**src/rtl/pool_ctrl.sv**
```systemverilog
// 2x2 binary max-pool (OR) controller for channel-sequential 8x8 bit-plane frames.
// A row pair produces one 4-bit pooled row; a single even row can be buffered while output is held.
module pool_ctrl #(
  parameter int NUM_CH = 2,
  parameter int CH_W   = (NUM_CH > 1) ? $clog2(NUM_CH) : 1
) (
  input  logic            clk,
  input  logic            rst_n,
  input  logic            in_valid,
  output logic            in_ready,
  input  logic [7:0]      in_row,
  output logic            out_valid,
  input  logic            out_ready,
  output logic [3:0]      out_row,
  output logic [1:0]      out_rowidx,
  output logic [CH_W-1:0] out_chan,
  output logic            out_last,
  output logic            frame_done
);

  typedef enum logic [1:0] {
    S_EVEN   = 2'd0,
    S_ODD    = 2'd1,
    S_HOLD   = 2'd2,
    S_HOLD_E = 2'd3
  } state_e;

  localparam logic [CH_W-1:0] LAST_CH = CH_W'(NUM_CH - 1);

  state_e          state_q, state_d;
  logic [7:0]      even_q, even_d;
  logic [3:0]      out_row_q, out_row_d;
  logic [1:0]      pair_q, pair_d;
  logic [CH_W-1:0] chan_q, chan_d;
  logic            frame_done_q, frame_done_d;

  logic            in_acc;
  logic            out_hs;
  logic [3:0]      pooled;

  assign in_ready   = (state_q != S_HOLD_E);
  assign out_valid  = (state_q == S_HOLD) || (state_q == S_HOLD_E);
  assign out_row    = out_row_q;
  assign out_rowidx = pair_q;
  assign out_chan   = chan_q;
  assign out_last   = out_valid && (pair_q == 2'd3) && (chan_q == LAST_CH);
  assign frame_done = frame_done_q;

  assign in_acc = in_valid && in_ready;
  assign out_hs = out_valid && out_ready;

  // Each pooled column ORs a 2x2 window: two columns of the buffered even row and the incoming odd row.
  always_comb begin
    pooled = 4'h0;
    for (int j = 0; j < 4; j++) begin
      pooled[j] = even_q[2*j] | even_q[2*j+1] | in_row[2*j] | in_row[2*j+1];
    end
  end

  // NOTE: every signal assigned here gets a default first, so no path leaves one unassigned and infers a latch.
  always_comb begin
    state_d      = state_q;
    even_d       = even_q;
    out_row_d    = out_row_q;
    pair_d       = pair_q;
    chan_d       = chan_q;
    frame_done_d = 1'b0;

    unique case (state_q)
      S_EVEN: begin
        if (in_acc) begin
          even_d  = in_row;
          state_d = S_ODD;
        end
      end
      S_ODD: begin
        if (in_acc) begin
          out_row_d = pooled;
          state_d   = S_HOLD;
        end
      end
      S_HOLD: begin
        if (in_acc) even_d = in_row;
        if (out_hs && in_acc)  state_d = S_ODD;
        else if (out_hs)       state_d = S_EVEN;
        else if (in_acc)       state_d = S_HOLD_E;
      end
      S_HOLD_E: begin
        if (out_hs) state_d = S_ODD;
      end
      default: state_d = S_EVEN;
    endcase

    // Position counters describe the held output, so they move only when it is consumed.
    if (out_hs) begin
      frame_done_d = out_last;
      pair_d       = pair_q + 2'd1;
      if (pair_q == 2'd3) begin
        chan_d = (chan_q == LAST_CH) ? '0 : chan_q + CH_W'(1);
      end
    end
  end

  // NOTE: state registers use non-blocking assignments so every flop samples pre-edge values.
  always_ff @(posedge clk) begin
    if (!rst_n) begin
      state_q      <= S_EVEN;
      even_q       <= 8'h00;
      out_row_q    <= 4'h0;
      pair_q       <= 2'd0;
      chan_q       <= '0;
      frame_done_q <= 1'b0;
    end else begin
      state_q      <= state_d;
      even_q       <= even_d;
      out_row_q    <= out_row_d;
      pair_q       <= pair_d;
      chan_q       <= chan_d;
      frame_done_q <= frame_done_d;
    end
  end

endmodule

```
**config.mk**
```make
export PLATFORM = sky130hd
export DESIGN_NAME = pool_ctrl
export DESIGN_NICKNAME = d
export VERILOG_FILES = /design/src/rtl/pool_ctrl.sv
export SDC_FILE = /design/constraint.sdc
export NUM_CORES = 1
export LEC_CHECK = 0
export ABC_CLOCK_PERIOD_IN_PS = 2500
export CORE_MARGIN = 8
export CORE_UTILIZATION = 40
export DETAILED_ROUTE_END_ITERATION = 7
export PLACE_DENSITY = 0.68
export SLEW_MARGIN = 10
export SYNTH_ARGS = -nofsm -noshare
export SYNTH_HDL_FRONTEND = slang
export SYNTH_SLANG_ARGS = --single-unit
```
**constraint.sdc**
```tcl
create_clock -name clk -period 2.5 [get_ports clk]
set_input_delay 0.75 -clock clk [delete_from_list [all_inputs] [get_ports clk]]
set_output_delay 0.75 -clock clk [all_outputs]
set_load 0.02 [all_outputs]
```
## Word-level counts from Yosys, hierarchy flattened

Index checks and enable logic that the tools add are counted.

- Register bits: 18
- Input port bits: 12
- Output and inout port bits: 11
- Word-level logic and storage cells: 50

- Add/subtract/negate cells: 2
- Eq/ne operators: 9
- Muxes and demuxes: 8
- Bitwise operators: 12
- Reduce and logical (&&, ||, !) cells: 13

Operator list:

| kind | number |
|---|---|
| two-way mux 2 bit | 6 |
| bitwise OR 1 bit | 12 |
| inequality test 2 bit, second input constant | 4 |
| one-hot mux 2 bit (4 select lines) | 1 |
| AND reduction 2 bit | 4 |
| equality test 2 bit, second input constant | 3 |
| logical AND 1 bit | 5 |
| inequality test 4 x 3 -> 1 bit, second input constant | 1 |
| AND reduction 4 bit | 1 |
| adder 2 x 1 -> 2 bit, second input constant | 1 |
| equality test 2 x 1 -> 1 bit, second input constant | 1 |
| logical NOT 2 bit | 1 |
| OR reduction 2 bit | 1 |
| adder 1 bit, second input constant | 1 |
| logical OR 1 bit | 1 |
| two-way mux 1 bit | 1 |

## Longest topological paths before layout

Gate-level depths: netlist of run 1.

- Word-level depth: 6
- Gate-level depth with buffers: 7
- Mapped depth without buffers: 5

## Least setup slack after synthesis of run 1

No wires, ideal clock.

- Path type: flip-flop to output port
- From: reg state_q[0]
- To: out out_last
- Arrival: 1.226 ns
- Data required time: 1.750 ns
- Slack: 0.524 ns
- Stages on the path, launching flop included: 6
- Path buffers: 1
- Cells stage by stage: dfxtp_1 > inv_1 > ha_1 > buf_6 > or2_4 > and3_4

- Longest elaborated chain between the ends: 4
- Elaborated cells between the ends (all ways): 5
- Those cells by class: 2 x eq/ne; 3 x reduce/logical

RTL lines:

| element | line | RTL |
|---|---|---|
| start, declared | 30 | `state_e state_q, state_d;` |
| start signal, assigned | 114 | `state_q <= state_d;` |
| equality test 2 bit | 42 | `assign out_valid = (state_q == S_HOLD) \|\| (state_q == S_HOLD_E);` |
| logical OR 1 bit * | 42 |  |
| net out_valid | 12 | `output logic out_valid,` |
| logical AND 1 bit * (2 in series) | 46 | `assign out_last = out_valid && (pair_q == 2'd3) && (chan_q == LAST_CH);` |
| end, declared | 17 | `output logic out_last,` |

The timed path passes the listed nets; every way through them passes the cells marked *.

## Final worst setup path of run 1

- From: reg state_q[0]
- To: out out_last

- Longest elaborated chain between the ends: 4
- Elaborated cells between the ends (all ways): 5
- Those cells by class: 2 x eq/ne; 3 x reduce/logical

RTL lines:

| element | line |
|---|---|
| equality test 2 bit | 42 |
| logical OR 1 bit * | 42 |
| logical AND 1 bit * (2 in series) | 46 |

Mark *: on every way between the ends. The rest lies on a longest branch, timed or not.

==> flow_summary.rst, run 1 <==
.. list-table::
   :header-rows: 1

   * - Metric
     - Value
   * - Outcome
     - finished, final reports clean
   * - Count of cell types in the netlist
     - 29
   * - Post-DP HPWL
     - 1.460 mm
   * - Number of antenna violations at the first check in global routing
     - 0
   * - Core outline area
     - 0.002148 mm2
   * - Final sum of negative setup slack
     - 0 ns
   * - Commonest non-fill, non-tap cells in the layout
     - sky130_fd_sc_hd__clkdlybuf4s50_1, sky130_fd_sc_hd__dfxtp_1, sky130_fd_sc_hd__o21ai_0, sky130_fd_sc_hd__nand3_1, sky130_fd_sc_hd__a21boi_0
   * - Antenna cell count
     - 0
   * - Max IR drop VDD
     - 0.3050 mV
   * - Number of placement rows
     - 17
   * - Source of the critical timing path
     - state_q[0]
   * - Level count of the clock H-tree
     - 1
   * - Type of the setup path with the least slack
     - reg2out
   * - Maximum number of pins on one net before global-route repair
     - 13
   * - Maximum net fanout on the critical path
     - 4
   * - Number of failing hold endpoints at the final stage
     - 0
   * - Data required time of the worst path
     - 1.75 ns
   * - Count of final max-slew check failures
     - 0
   * - Pwr dens
     - 533.5 mW/mm2
   * - Setup repair after global routing missed its margin
     - false
   * - Data arrival time of the critical path
     - 1.67 ns
   * - Final GP Congestion
     - 0.8380
   * - Sequential area share after synthesis
     - 40.62%
   * - Clock tree sinks
     - 18
   * - DIE WIDTH
     - 63.10 um
   * - Share of layout cells above drive strength 1
     - 10.83%
   * - Most common cell after layout, fill and taps aside
     - sky130_fd_sc_hd__clkdlybuf4s50_1
   * - Count of flip-flops with a built-in enable after synthesis
     - 0
   * - Initial DRC count
     - 18
   * - # DRC
     - 0
   * - Num CTS Buffers
     - 3
   * - Transition time at the pin with the least slew margin
     - 0.4376 ns
   * - I/O Pins
     - 23
   * - Portion of total power attributed to sequential cells
     - 52.7%
   * - Drt pass-1 iters
     - 4
   * - Nature of the critical path endpoint
     - output pin
   * - Drt total wl
     - 1.922 mm
   * - Proportion of netlist area held by the largest area contributor
     - 40.62%
   * - Count of port buffers added during placement
     - 22
   * - Insertion delay to the later sink of the worst-skew pair
     - 0.28 ns
   * - Logic gate share of total power
     - 24.8%
   * - Via density per instance
     - 5.088
   * - Net switching power
     - 0.0001766 W
   * - Clock transition at the registers of the reported paths
     - 0.09 ns
   * - Layout Nets
     - 139
   * - Number of setup violations in the final report
     - 0
   * - Root cell of the clock tree
     - sky130_fd_sc_hd__clkbuf_4
   * - Average wire per standard cell
     - 12.99 um
   * - HP Start
     - state_q[0]
   * - Post-synthesis instance area
     - 887.1 um2
   * - Residual antenna-violating net count after detailed routing
     - 0
   * - Clock tree skew after final layout
     - 0.003365 ns
   * - All-Layer GR Usage
     - 9.585%
   * - Postcts setup bufs
     - 0
   * - CTS tree
     - yes
   * - R2r startpoint
     - state_q[0]
   * - Final period util
     - 96.79%
   * - Initial standard-cell utilization of the core
     - 41.29%
   * - Net switching fraction of the power
     - 28.69%
   * - Global-route wire length before repair
     - 3.180 mm
   * - Library cell with the largest summed area after synthesis
     - sky130_fd_sc_hd__dfxtp_1
   * - Net count after synthesis
     - 114
   * - Final worst path period need
     - 2.420 ns
   * - Die Y-Extent
     - 63.10 um
   * - Post-Synthesis Cells
     - 97
   * - Static leakage
     - 0.4883 nW
   * - Total congestion overflow
     - 0
   * - Via count of the first global-routing pass
     - 754
   * - Max Freq
     - 0.4133 GHz
   * - Cell types with the largest area share after synthesis
     - sky130_fd_sc_hd__dfxtp_1, sky130_fd_sc_hd__a21boi_0, sky130_fd_sc_hd__ha_1, sky130_fd_sc_hd__nand3_1, sky130_fd_sc_hd__o21ai_0
   * - Area growth from synthesis to layout
     - 30.04%
   * - Average footprint of a synthesized cell
     - 9.145 um2
   * - Post-synthesis sequential element count
     - 18
   * - Placed Cells incl. Taps
     - 145
   * - Cell Int Power
     - 0.0004389 W
   * - Max_slew headroom
     - 70.72%
   * - Fraction of synthesis flops using an asynchronous set or reset pin
     - 0%
   * - Startpoint Class
     - flip-flop
   * - Tightest Hold Check Type
     - reg2reg
   * - Maximum buffer depth of the clock tree
     - 2
   * - Area of the die
     - 0.003981 mm2
   * - Primary flip-flop cell chosen by synthesis mapping
     - sky130_fd_sc_hd__dfxtp_1
   * - Max-cap viol count
     - 0
   * - Number of warning messages in the yosys log
     - 0
   * - Relative contribution of the clock network to total power
     - 22.5%
   * - Routed via count
     - 753
   * - Hold Buf Count CTS
     - 0
   * - Number of non-filler instances in the completed layout
     - 148
==> synthesized netlist by cell type, types with 2 or more instances <==
library cell and number:
sky130_fd_sc_hd__a21boi_0 9, sky130_fd_sc_hd__and2_1 2, sky130_fd_sc_hd__buf_2 2, sky130_fd_sc_hd__buf_6 2, sky130_fd_sc_hd__clkbuf_1 2, sky130_fd_sc_hd__dfxtp_1 18
sky130_fd_sc_hd__ha_1 5, sky130_fd_sc_hd__inv_1 4, sky130_fd_sc_hd__nand2_1 8, sky130_fd_sc_hd__nand2b_1 2, sky130_fd_sc_hd__nand3_1 9, sky130_fd_sc_hd__nor2_1 2
sky130_fd_sc_hd__nor4_1 4, sky130_fd_sc_hd__o211a_1 4, sky130_fd_sc_hd__o21ai_0 9, sky130_fd_sc_hd__xnor2_1 2
==> metal layers <==
layer,vias up,global-route usage (%),share of wire (%)
li1,389,-,-
met1,350,10.57,48
met2,12,16.13,47
met3,2,2.827,4.5
met4,0,5.128,0.73
met5,-,0,0
==> logic make-up after synthesis <==
| family | Yosys count | synth area share [%] |
|---|---|---|
| compound gates | 28 | 22.71 |
| xor+xnor | 2 | 1.975 |
| fa+ha+maj | 5 | 7.052 |
| buf+inv | 10 | 6.206 |
| flops | 18 | 40.62 |
| mux | 1 | 1.128 |
| simple gates | 33 | 20.31 |
==> flip-flops by register name (all words and copies together) (netlist names) <==
| register | cells |
|---|---|
| frame_done | 1 |
| out_rowidx | 2 |
| out_row | 4 |
| even_q | 8 |
| out_chan | 1 |
| state_q | 2 |
==> what timing repair did <==
action / 4_1_cts / 5_1_grt
resized for setup: 2 / 1
gates cloned: 0 / 0
setup endpoints to repair: 2 / 1
hold endpoints to repair: 0 / 0
==> final cells by class <==
type	count	area [um2]
sequential	18	361.6
timing repair buffer	26	247.7
fill	198	994.7
tap	28	35.03
clock buffer	3	22.52
multi-input combinational	69	471.7
inverter	4	15.01
==> final timing paths <==
kind / endpoint / slack, ns / cells past startpoint
worst max-delay path: out_last / 0.08 / 5
worst min-delay path: state_q[0] / 0.49 / 2
worst max register to register: even_q[1] / 0.95 / 6
worst min register to register: state_q[0] / 0.49 / 2
==> critical path, stage by stage, from the launching register on <==
cell	delay, ns
sky130_fd_sc_hd__dfxtp_2	0.36
sky130_fd_sc_hd__inv_1	0.06
sky130_fd_sc_hd__ha_1	0.21
sky130_fd_sc_hd__or2_4	0.27
sky130_fd_sc_hd__and3_4	0.18
sky130_fd_sc_hd__dlygate4sd2_1	0.31
==> through the flow <==
stage          hold WS (ns)  total power (W)  instance area, um2  utilization [%]  worst slack, ns
4_1_cts              0.4898        0.0006243                1152            53.64          0.02192
2_1_floorplan        0.4575        0.0004309               887.1                -           0.5239
5_1_grt              0.5179        0.0006523                1154            53.70         0.003531
3_5_place_dp         0.4751        0.0004832                1132            52.71           0.1296
3_3_place_gp         0.4649        0.0004801                1132            52.71           0.1644
6_report             0.4885        0.0006154                1154            53.70          0.08024
==> power groups by stage <==
| stage | clock (W) | combinational (W) | sequential (W) |
|---|---|---|---|
| final | 0.000139 | 0.000152 | 0.000324 |
| after floorplan | 0 | 0.0000926 | 0.000338 |
| after detailed placement | 0 | 0.000153 | 0.000331 |
| after global routing | 0.000157 | 0.000167 | 0.000328 |
| after global placement | 0 | 0.000151 | 0.000329 |
| after CTS | 0.000147 | 0.000153 | 0.000324 |
(Power assumes the default switching activity.)
==> run 2: changes to the inputs <==
ABC_AREA = 1   (was unset)
ABC_CLOCK_PERIOD_IN_PS = unset   (was 2500)
==> run 2 against run 1 <==
  * Global-route usage rose by 0.90 points
  * Clock power grew 27%
  * Cell area fell by 3.5%
  * Die area shrank 3.2%
==> flow_summary.rst, run 2 <==
.. list-table::
   :header-rows: 1

   * - Metric
     - Value
   * - Outcome
     - finished, final reports clean
   * - Register with the highest flop count
     - even_q
   * - DIE WIDTH
     - 62.09 um (-1.6%)
   * - Source of the critical timing path
     - state_q[0]
   * - # DRC
     - 0 (unchanged)
   * - Initial standard-cell utilization of the core
     - 42.87% (+1.6 points)
   * - Max-cap viol count
     - 0 (unchanged)
   * - Static leakage
     - 0.4829 nW (-1.1%)
   * - R2R Path End
     - even_q[0]
   * - Library cell with the largest summed area after synthesis
     - sky130_fd_sc_hd__dfxtp_1
   * - Most frequent cell after synthesis
     - sky130_fd_sc_hd__dfxtp_1
   * - Primary flip-flop cell chosen by synthesis mapping
     - sky130_fd_sc_hd__dfxtp_1
   * - Die Y-Extent
     - 62.09 um (-1.6%)
   * - Final worst path period need
     - 2.352 ns (-0.06826 ns)
   * - Share of layout cells above drive strength 1
     - 12.40% (+1.6 points)
   * - Post-synthesis instance area
     - 849.6 um2 (-4.2%)
   * - Total Power
     - 0.0006233 W (+1.3%)
   * - Via count of the first global-routing pass
     - 711 (-5.7%)
   * - Area growth from synthesis to layout
     - 31.08%
   * - Global-route wire length before repair
     - 3.008 mm (-5.4%)
   * - Proportion of netlist area held by the largest area contributor
     - 42.42% (+1.8 points)
   * - Hold Buf Count CTS
     - 0 (unchanged)
   * - Count of final max-slew check failures
     - 0 (unchanged)
   * - R2r startpoint
     - state_q[0]
   * - Fraction of synthesis flops using an asynchronous set or reset pin
     - 0% (unchanged)
   * - Nature of the critical path endpoint
     - output pin
   * - Final sum of negative setup slack
     - 0 ns (unchanged)
   * - Count of flip-flops with a built-in enable after synthesis
     - 0 (unchanged)
   * - Drt pass-1 iters
     - 4 (unchanged)
   * - Area of the die
     - 0.003855 mm2 (-3.2%)
   * - Average footprint of a synthesized cell
     - 8.091 um2 (-12%)
   * - Clock tree skew after final layout
     - 0.001285 ns (-0.002080 ns)
   * - Num CTS Buffers
     - 3 (unchanged)
   * - Met2 layer usage reported by global route
     - 15.04% (-1.1 points)
   * - Synth cell count leaders
     - sky130_fd_sc_hd__dfxtp_1, sky130_fd_sc_hd__inv_1, sky130_fd_sc_hd__a21oi_1
   * - Most common cell after layout, fill and taps aside
     - sky130_fd_sc_hd__clkdlybuf4s50_1
   * - Reg2Reg Setup Slack
     - 1.01 ns (+0.06 ns)
   * - Clock transition at the registers of the reported paths
     - 0.10 ns (about the same)
   * - Number of warning messages in the yosys log
     - 0 (unchanged)
   * - Count of port buffers added during placement
     - 22 (unchanged)
   * - Clock tree sinks
     - 18 (unchanged)
   * - Number of antenna violations at the first check in global routing
     - 0 (unchanged)
   * - Worst hold slack
     - 0.4648 ns (-0.02368 ns)
   * - Worst r2r path cells
     - 7 (+1)
   * - Worst slack at placement
     - 0.1850 ns (+0.05539 ns)
   * - Initial DRC count
     - 13 (-5)
   * - Tightest Hold Check Type
     - reg2reg
   * - Number of flip-flops under the largest register name
     - 8 (unchanged)
   * - Met1 track demand over resource in global routing
     - 13.21% (+2.6 points)
   * - Post-Synthesis Cells
     - 105 (+8.2%)
   * - Layout Nets
     - 147 (+5.8%)
   * - Total congestion overflow
     - 0 (unchanged)
   * - Data required time of the worst path
     - 1.75 ns (about the same)
   * - Final GP Congestion
     - 0.7554 (-9.9%)
   * - Max_slew headroom
     - 61.60% (-9.1 points)
   * - Sequential area share after synthesis
     - 42.42% (+1.8 points)
   * - Maximum number of pins on one net before global-route repair
     - 17 (+4)
   * - Startpoint Class
     - flip-flop
   * - CTS tree
     - yes
   * - I/O Pins
     - 23 (unchanged)
   * - Level count of the clock H-tree
     - 1 (unchanged)
   * - Post-synthesis sequential element count
     - 18 (unchanged)
   * - Setup repair after global routing missed its margin
     - false
   * - Placed Cells incl. Taps
     - 152 (+4.8%)
   * - Max Freq
     - 0.4253 GHz (+2.9%)
   * - Type of the setup path with the least slack
     - reg2out
   * - Core outline area
     - 0.001982 mm2 (-7.7%)
   * - Count of cell types in the netlist
     - 18 (-38%)
   * - Data arrival time of the critical path
     - 1.60 ns (-0.07 ns)
   * - Commonest non-fill, non-tap cells in the layout
     - sky130_fd_sc_hd__clkdlybuf4s50_1, sky130_fd_sc_hd__dfxtp_1, sky130_fd_sc_hd__inv_1, sky130_fd_sc_hd__a21oi_1, sky130_fd_sc_hd__nand2_1
   * - Routed via count
     - 724 (-3.9%)
   * - Final period util
     - 94.06% (-2.7 points)
   * - Number of failing hold endpoints at the final stage
     - 0 (unchanged)
   * - Root cell of the clock tree
     - sky130_fd_sc_hd__clkbuf_4
   * - Post-DP HPWL
     - 1.330 mm (-8.9%)
   * - Pwr dens
     - 559.8 mW/mm2 (+4.9%)
   * - Number of setup violations in the final report
     - 0 (unchanged)
   * - Maximum net fanout on the critical path
     - 5 (+1)
   * - Transition time at the pin with the least slew margin
     - 0.5742 ns (+0.1366 ns)
   * - Drt total wl
     - 1.694 mm (-12%)
   * - Met3 demand-to-capacity share in global routing
     - 4.115% (+1.3 points)
   * - All-Layer GR Usage
     - 10.49% (+0.90 points)
   * - Net count after synthesis
     - 122 (+7.0%)
   * - Residual antenna-violating net count after detailed routing
     - 0 (unchanged)
   * - Number of placement rows
     - 16 (-1)
   * - Insertion delay to the later sink of the worst-skew pair
     - 0.29 ns (about the same)
   * - Max IR drop VDD
     - 0.3217 mV (+5.4%)
   * - Busiest layer in global routing
     - met2
   * - Slack of the critical path
     - 0.1485 ns (+0.06826 ns)
   * - Critical path destination
     - out_last
   * - Average wire per standard cell
     - 10.86 um (-16%)
   * - Antenna cell count
     - 0 (unchanged)
   * - Via density per instance
     - 4.641 (-8.8%)
   * - Maximum buffer depth of the clock tree
     - 2 (unchanged)
   * - Number of non-filler instances in the completed layout
     - 156 (+5.4%)
   * - Cell types with the largest area share after synthesis
     - sky130_fd_sc_hd__dfxtp_1, sky130_fd_sc_hd__a21oi_1, sky130_fd_sc_hd__ha_1, sky130_fd_sc_hd__inv_1, sky130_fd_sc_hd__o21ai_0
## run 2: cell count changes after synthesis, moves of 4 or more
cell	before	now
sky130_fd_sc_hd__nor2_1	2	10
sky130_fd_sc_hd__o211a_1	4	0
sky130_fd_sc_hd__nand3_1	9	2
sky130_fd_sc_hd__inv_1	4	16
sky130_fd_sc_hd__a21oi_1	0	13
sky130_fd_sc_hd__nand2_1	8	12
sky130_fd_sc_hd__o21ai_2	0	4
sky130_fd_sc_hd__a21boi_0	9	0
## run 2: timing repair
item / 4_1_cts / 5_1_grt
gates resized for setup: 3 / 0
setup buffers: 0 / 0
setup endpoints to repair: 2 / 0
## run 2: worst min path at each step
stage	start	cells after the start	end	slack, ns
after floorplan	even_q[2]	2	out_row[1]	0.47
after global placement	out_chan	2	out_chan	0.45
after detailed placement	out_chan	2	out_chan	0.45
after CTS	out_chan	2	out_chan	0.47
after global routing	out_chan	2	out_chan	0.50
final	out_chan	2	out_chan	0.46
## run 2: cell type report
type                       count  area [um2]
sequential                    18       360.3
multi-input combinational     68       401.6
inverter                      17       63.81
timing repair buffer          22       217.7
clock buffer                   4       36.28
tap                           27       33.78
fill                         184       868.3
## run 2: per-stage QoR
stage / area (um2) / util (%)
after floorplan: 849.6 / -
final: 1114 / 56.19
after global placement: 1077 / 54.36
after global routing: 1114 / 56.19
after detailed placement: 1077 / 54.36
after CTS: 1114 / 56.19
## run 2: worst max-delay path, stage by stage, from the launching register on
cell,delay (ns)
sky130_fd_sc_hd__dfxtp_1,0.40
sky130_fd_sc_hd__inv_1,0.08
sky130_fd_sc_hd__ha_1,0.27
sky130_fd_sc_hd__nor2_2,0.18
sky130_fd_sc_hd__nor2_1,0.07
sky130_fd_sc_hd__dlygate4sd2_1,0.32
## run 2: kinds of logic (layout without fill, tap and decap cells)
kind of cell	after synthesis	count (layout)	share of synthesized area, %
fa+ha+maj	5	5	7.364
buf+inv	19	43	10.60
flops	18	18	42.42
compound gates	30	30	20.32
simple gates	33	33	19.29
## run 2: routing by layer
layer / vias to the layer above / wire (um)
met5: - / 0
met1: 310 / 829
met4: 0 / 15
li1: 394 / -
met3: 2 / 127
met2: 18 / 722
## run 2: report_power, final
| group | internal [W] | switching (W) |
|---|---|---|
| Combinational | 0.0000549 | 0.0000688 |
| Sequential | 0.000309 | 0.0000139 |
| Clock | 0.0000886 | 0.0000876 |
| Total | 0.000453 | 0.000170 |
==> run 3: changes to the inputs <==
ABC_CLOCK_PERIOD_IN_PS = 2500   (was unset)
GPL_ROUTABILITY_DRIVEN = 0   (was unset)
==> results of run 3 <==
The final DEF is identical to that of run 2; final timing and power are the same.
